### src/rtl/cam_pkg.sv
// Shared definitions for the camera controller: move codes, FSM states and
// default timing/saturation values.
package cam_pkg;

    // Move codes, one per button index
    localparam logic [2:0] UPOS = 3'd0;
    localparam logic [2:0] UNEG = 3'd1;
    localparam logic [2:0] VPOS = 3'd2;
    localparam logic [2:0] VNEG = 3'd3;
    localparam logic [2:0] WPOS = 3'd4;
    localparam logic [2:0] WNEG = 3'd5;

    // Default settle time (FP pipeline latency, multiple of 3) and hold saturation
    localparam int SETTLE_CYC_DEF = 33;
    localparam int CNT_MAX_DEF    = 64;

    typedef enum logic [1:0] {
        IDLE = 2'd0,
        ARM  = 2'd1,
        RUN  = 2'd2,
        LOAD = 2'd3
    } cam_state_t;

endpackage

### src/rtl/cam_btn_sync.sv
// Multi-stage synchronizer for a vector of asynchronous button inputs.
module cam_btn_sync #(
    parameter int WIDTH = 6,
    parameter int DEPTH = 2
) (
    input  logic             clk,
    input  logic             rst,
    input  logic [WIDTH-1:0] din,
    output logic [WIDTH-1:0] dout
);

    logic [WIDTH-1:0] stages [DEPTH];

    // Shift the raw buttons through DEPTH flops to resolve metastability
    always_ff @(posedge clk or posedge rst) begin
        if (rst) begin
            for (int i = 0; i < DEPTH; i++) begin
                stages[i] <= '0;
            end
        end else begin
            stages[0] <= din;
            for (int i = 1; i < DEPTH; i++) begin
                stages[i] <= stages[i-1];
            end
        end
    end

    assign dout = stages[DEPTH-1];

endmodule

### src/rtl/camera_controller.sv
// Camera move controller: synchronizes buttons, picks the winning move on a
// frame boundary and sequences a phase-aligned commit to the camera datapath.
// Optional macro CAM_ACCEL_EN: the move magnitude follows a per-frame hold
// counter (acceleration while a button is held); otherwise it is always 1.
module camera_controller
    import cam_pkg::*;
#(
    parameter int SETTLE_CYC  = SETTLE_CYC_DEF,
    parameter int CNT_MAX     = CNT_MAX_DEF,
    parameter int SYNC_STAGES = 2
) (
    input  logic        clk,
    input  logic        rst,
    input  logic [5:0]  btn,
    input  logic        frame_done,
    output logic        v0,
    output logic        v1,
    output logic        v2,
    output logic [2:0]  key,
    output logic [31:0] cnt,
    output logic        ld_curr_camera,
    output logic        busy
);

    logic [5:0]  btn_s;
    logic        any_btn;
    logic [2:0]  win_key;
    logic [2:0]  phase;
    logic [31:0] step_cnt;
    logic [31:0] cnt_sel;
    logic        start;
    cam_state_t  state, state_next;

    cam_btn_sync #(
        .WIDTH (6),
        .DEPTH (SYNC_STAGES)
    ) u_sync (
        .clk  (clk),
        .rst  (rst),
        .din  (btn),
        .dout (btn_s)
    );

    assign any_btn = |btn_s;
    assign start   = frame_done && any_btn;

    // Free-running one-hot phase rotation v0 -> v1 -> v2 -> v0
    always_ff @(posedge clk or posedge rst) begin
        if (rst) phase <= 3'b001;
        else     phase <= {phase[1:0], phase[2]};
    end

    assign v0 = phase[0];
    assign v1 = phase[1];
    assign v2 = phase[2];

    // Lowest asserted button index wins
    always_comb begin
        win_key = UPOS;
        if      (btn_s[UPOS]) win_key = UPOS;
        else if (btn_s[UNEG]) win_key = UNEG;
        else if (btn_s[VPOS]) win_key = VPOS;
        else if (btn_s[VNEG]) win_key = VNEG;
        else if (btn_s[WPOS]) win_key = WPOS;
        else if (btn_s[WNEG]) win_key = WNEG;
    end

`ifdef CAM_ACCEL_EN
    logic [31:0] hold_cnt, hold_next;
    logic [2:0]  prev_key;

    // Next hold value: grow while the same winner stays held, restart on change
    always_comb begin
        hold_next = 32'd0;
        if (any_btn) begin
            if (hold_cnt != 32'd0 && win_key == prev_key) begin
                if (hold_cnt >= 32'(CNT_MAX)) hold_next = 32'(CNT_MAX);
                else                          hold_next = hold_cnt + 32'd1;
            end else begin
                hold_next = 32'd1;
            end
        end
    end

    // Hold counter advances once per rendered frame, whatever the FSM is doing
    always_ff @(posedge clk or posedge rst) begin
        if (rst) begin
            hold_cnt <= 32'd0;
            prev_key <= 3'd0;
        end else if (frame_done) begin
            hold_cnt <= hold_next;
            prev_key <= win_key;
        end
    end

    assign cnt_sel = hold_next;
`else
    assign cnt_sel = 32'd1;
`endif

    // FSM state register
    always_ff @(posedge clk or posedge rst) begin
        if (rst) state <= IDLE;
        else     state <= state_next;
    end

    // Next-state and commit decode; frame_done is only honoured in IDLE
    always_comb begin
        state_next     = state;
        ld_curr_camera = 1'b0;
        case (state)
            IDLE: if (start) state_next = ARM;
            ARM:  if (v2) state_next = RUN;
            RUN:  if (step_cnt == 32'(SETTLE_CYC - 1)) state_next = LOAD;
            LOAD: begin
                ld_curr_camera = 1'b1;
                if (step_cnt == 32'd2) state_next = IDLE;
            end
            default: state_next = IDLE;
        endcase
    end

    assign busy = (state != IDLE);

    // Per-state cycle counter, restarted on every state change
    always_ff @(posedge clk or posedge rst) begin
        if (rst)                                       step_cnt <= 32'd0;
        else if (state_next != state || state == IDLE) step_cnt <= 32'd0;
        else                                           step_cnt <= step_cnt + 32'd1;
    end

    // Capture move code and magnitude when an update is accepted
    always_ff @(posedge clk or posedge rst) begin
        if (rst) begin
            key <= 3'd0;
            cnt <= 32'd0;
        end else if (state == IDLE && start) begin
            key <= win_key;
            cnt <= cnt_sel;
        end
    end

endmodule

### config.mk
export PLATFORM = sky130hd
export DESIGN_NAME = camera_controller
export DESIGN_NICKNAME = d
export VERILOG_FILES = /design/src/rtl/cam_pkg.sv /design/src/rtl/cam_btn_sync.sv /design/src/rtl/camera_controller.sv
export SDC_FILE = /design/constraint.sdc
export NUM_CORES = 1
export LEC_CHECK = 0
export CORE_MARGIN = 4
export CORE_UTILIZATION = 59
export CTS_BUF_LIST = sky130_fd_sc_hd__clkbuf_8
export DETAILED_ROUTE_END_ITERATION = 7
export PLACE_DENSITY = 0.88
export SYNTH_ARGS = -nofsm -noshare
export SYNTH_HDL_FRONTEND = slang
export SYNTH_SLANG_ARGS = --single-unit
### constraint.sdc
create_clock -name clk -period 5.9 [get_ports clk]
set_input_delay 1.18 -clock clk [delete_from_list [all_inputs] [get_ports clk]]
set_output_delay 1.18 -clock clk [all_outputs]
set_load 0.01 [all_outputs]
# == Yosys cells after proc, flatten, opt, wreduce, memory -nomap -nowiden ==
# Cells that the tools add are included.
# totals
register_bits,53
input_bits,9
wordCells,33
# classes
reduce_logical,6
addsub,1
n_mux,13
n_eq_ne,6
# op_table
operator,count
$add A32 B1 Y32 const B,1
$eq A32 B2 Y1 const B,1
$eq A32 B6 Y1 const B,1
$mux W32,1
$mux W3,6
$mux W2,4
$pmux W2 S4,1
$reduce_or A6 Y1,1
$eq A2 B2 Y1 const B,2
$eq A2 B1 Y1 const B,1
$logic_and A1 B1 Y1,2
$logic_not A2 Y1,1
$ne A2 B2 Y1,1
$reduce_bool A2 Y1,1
$logic_or A1 B1 Y1,1
$mux W1,1

# == Depth between registers and ports, before layout ==
# logic_depth
word_depth,7
depth_mapped,7

# == By module ==
# Synthesis repeated with hierarchy kept, for this count alone.
# hier_totals
cells_unflattened,279
area_unflattened_um2,2728.9
# modules_own_cells
module,instances,area_per_inst_um2,cells_each
camera_controller,1,2379.8,260
cam_btn_sync,1,349.1,19

# == Worst setup path before layout ==
# No wires, ideal clock.
# synth_path
path_kind,register to register
startpoint,register step_cnt[0]
endpoint,register step_cnt[22]
setup_ns,0.094
setup_slack_ns,3.684
arrival_ns,2.122
stages_incl_launch_ff,7
period_less_slack_ns,2.216
cell_sequence,dfrtp_1 -> ha_1 -> and4_4 -> or4b_1 -> buf_2 -> or4_1 -> a211oi_1
# synth_via
elab_chain_cells,6
# synth_rtl
element,line_no,rtl
start: declaration,camera_controller.sv:29,logic [31:0] step_cnt;
start signal: assignment,camera_controller.sv:129,else step_cnt <= step_cnt + 32'd1;
$eq A32 B2 Y1 or $eq A32 B6 Y1 (tied branches),"camera_controller.sv:117, camera_controller.sv:114",
"$mux W2, on equally long branches","camera_controller.sv:117, camera_controller.sv:114",
$pmux W2 S4,camera_controller.sv:111,case (state)
$ne A2 B2 Y1,camera_controller.sv:128,else if (state_next != state || state == IDLE) step_cnt <= 32'd0;
$logic_or A1 B1 Y1,camera_controller.sv:128,
$mux W32 (*),camera_controller.sv:128,
# Mark *: on every way between the ends. The rest lies on a longest branch, timed or not.
# A chain may end at the register's enable or synchronous reset.

# == Worst setup path in the final report ==
# layout_path
startpoint,register state[1]
endpoint,output busy
# layout_via
elab_chain_cells,1
# layout_rtl
element,line_no,rtl
start: declaration,camera_controller.sv:32,"cam_state_t state, state_next;"
start signal: assignment,camera_controller.sv:104,else state <= state_next;
$reduce_bool A2 Y1,camera_controller.sv:123,assign busy = (state != IDLE);
end: declaration,camera_controller.sv:22,output logic busy
# Every way passes these cells.

==> results.yml <==
timing:
  finalSetupViolCount: 0
  hold_viol_final: 0
  fin_skew_ns: 0.01103
  finalSetupTns_ns: 0
  rsz0062_at_grt: "no"
  period_needed_ns: 2.693
  maxSlewHeadroom: 0.2860
  worst_pin_slew_ns: 1.069
  finalCritPeriodShare: 0.4564
  maxSlewViolCount: 0
  max_clock_freq_mhz: 371.4
  hold_slack_ns: 0.3609
cts:
  cts_tree: "built"
  cts_sinks: 53
  htreeDepth: 2
  clock_latency_ns: 0.31
  clkTransAtPathRegs_ns: 0.10
  cts_root_buffer: "clkbuf_8"
  cts_max_path_buffers: 2
  cts-buffers-inserted: 5
  cts_setup_buffers: 0
  ctsHoldBuffers: 0
  cts_resized: 0
power_and_ir_drop:
  power.total_w: 0.0006477
  p_per_area_nw_per_um2: 217.5
  leakagePower_nw: 1.230
  vdd.ir_drop.worst_v: 0.0001350
setup_path:
  crit_chain: "nor2_1 -> inv_1 -> clkdlybuf4s50_1"
  cp_top_family: "buffers and inverters"
  cp_slowest_stage_delay_ns: 0.47
  cp-start-kind: "flop"
  end_kind: "primary output"
  cp.arrival_ns: 1.51
  crit_type: "flop to primary output"
  critPathBufInv: 2
  cp_max_fo: 6
  slowest_stage: "clkdlybuf4s50_1"
  worstPathRequired_ns: 4.72
placed_design:
  dpl_cell_area_sq_um: 2861
  gp_congestion: 0.7859
  port_buffers: 17
  hpwl_mm: 3.585
cells_and_area:
  final_nets: 302
  area_delta_synth_final_pct: 6.061
  n_fill_cell: 343
  antenna_cells: 0
  drive_gt1_frac: 0.06186
  fin_area_sq_um: 2978
  final_util: 0.6655
route:
  first_pass_iters: 4
  routed_wl_mm: 5.376
  route.detailed.drc: 0
  via_count: 2109
  antenna_left: 0
  routedWlPerCell_um: 15.67
  via_per_inst: 6.149
  drt_iter0_markers: 153
synth:
  netlist_instances: 279
  synth-main-ff-cell: "dfrtp_1"
  syn_area_per_cell_sq_um: 10.06
  syn_area_sq_um: 2808
  yosys_warnings: 0
  synth-seq-cells: 53
  synth-seq-area-share: 0.4728
  synth_edf_count: 0
  async_flop_share: 1.000
  synth.distinct_cells: 43
global_route:
  antenna_found_initial: 0
  grt_usage: 0.1877
  gr-total-overflow: 0
  grt_max_degree: 54
  grt_pass1_vias: 1920
  grt_pass1_wl_mm: 9.059
floorplan:
  initial_core_util: 0.6275
  core_sq_um: 4474
  ios: 49
  row_count: 24
  die-area_sq_um: 5927
  die_h_um: 76.99
  die_x_um: 76.99
status:
  status: "completed"
run:
  drv_cap: 0
min_path:
  hold_class: "flop to flop"
## registers in the layout, indices dropped and copies added, names as in the netlist
signal and cells:
phase 3, u_sync.dout 6, step_cnt 32, key 3, state 2, cnt 1, u_sync.stages 6
## logic make-up after synthesis
group                    synth area share
multiplexers                     0.003565
AO/OA/AOI/OAI                      0.1225
XOR/XNOR                          0.03431
adder cells (fa/ha/maj)           0.01337
buffers and inverters              0.1315
other                            0.001336
flip-flops                         0.4728
AND/OR/NAND/NOR                    0.2206
## cells in the mapped netlist, types with 2 or more instances
master    count  area [sq um]
ha_1          3         37.54
nor3_1       16         80.08
dfrtp_1      52          1301
o21ai_0       9         45.04
nand4_1      10         62.56
nor4_1        7         43.79
nand2b_1      3         18.77
clkbuf_1      7         26.28
o41ai_1       2         17.52
o31ai_1      11         82.58
or3_2         2         15.01
a211oi_1     18         135.1
xor2_1        5         43.79
or4_1        14         105.1
clkbuf_8      2         27.53
nand2_1      16         60.06
inv_1        12         45.04
nor2_1        7         26.28
buf_2         2         10.01
nand3_1      10         50.05
and2_1        3         18.77
or3_1         7         43.79
xnor2_1       6         52.55
buf_4        32         240.2
and4_1        5         43.79
## layout by cell type (no fill, tap or decap), drive strengths merged, types with 2 or more instances in the layout
cell and n:
nand2 16, nand3 10, buf 2, dfrtp 52, nand4 10, conb 31, clkbuf 5, xnor2 6
o41ai 2, clkdlybuf4s50 17, nand2b 3, o31ai 11, or3 9, or4 14, a211oi 18, nor4 7
ha 3, nor2 7, and4 6, inv 14, o21ai 9, and2 3, xor2 5, nor3 16
## where the power goes
group          leakage, nW  switching, W   total, W  internal [W]
Combinational        0.487     0.0000172  0.0000225    0.00000525
Clock               0.0591      0.000127   0.000256      0.000130
Sequential           0.684    0.00000186   0.000369      0.000367
## stage by stage
step           cells  worst slack, ns
2_1_floorplan    309            3.435
3_3_place_gp     335            3.413
3_5_place_dp     335            3.345
4_1_cts          343            3.204
5_1_grt          343            3.119
6_report         343            3.207
## layer usage
metal	vias to the layer above	share of wire	routed length [um]	global-route usage
met1	1044	0.43	2314	0.2523
met4	0	0.021	111	0.08007
met3	12	0.054	290	0.03981
met2	59	0.49	2660	0.2944
li1	994	-	-	-
met5	-	0	0	0
## worst paths after layout
check	start	end	slack (ns)	cells after the start
max	state[1]$_DFF_PP0_	busy	3.21	3
min in group asynchronous	rst	u_sync.dout[1]$_DFF_PP0_	1.45	2
max reg2reg	step_cnt[1]$_DFF_PP0_	step_cnt[26]$_DFF_PP0_	3.31	5
min reg2reg	u_sync.stages[9]$_DFF_PP0_	u_sync.dout[3]$_DFF_PP0_	0.36	0
min	u_sync.stages[9]$_DFF_PP0_	u_sync.dout[3]$_DFF_PP0_	0.36	0
max in group asynchronous	rst	phase[2]$_DFF_PP0_	3.79	2
## layout make-up
class	count	area [sq um]	share of cell area
clock buffer	5	68.82	0.02311
clock inverter	3	47.55	0.01597
inverter	12	45.04	0.01513
multi-input combinational	199	1239	0.4160
sequential	53	1328	0.4458
tap	52	65.06	0.02185
timing repair buffer	19	185.2	0.06218
No activity file was read; power rests on OpenSTA's default activity.
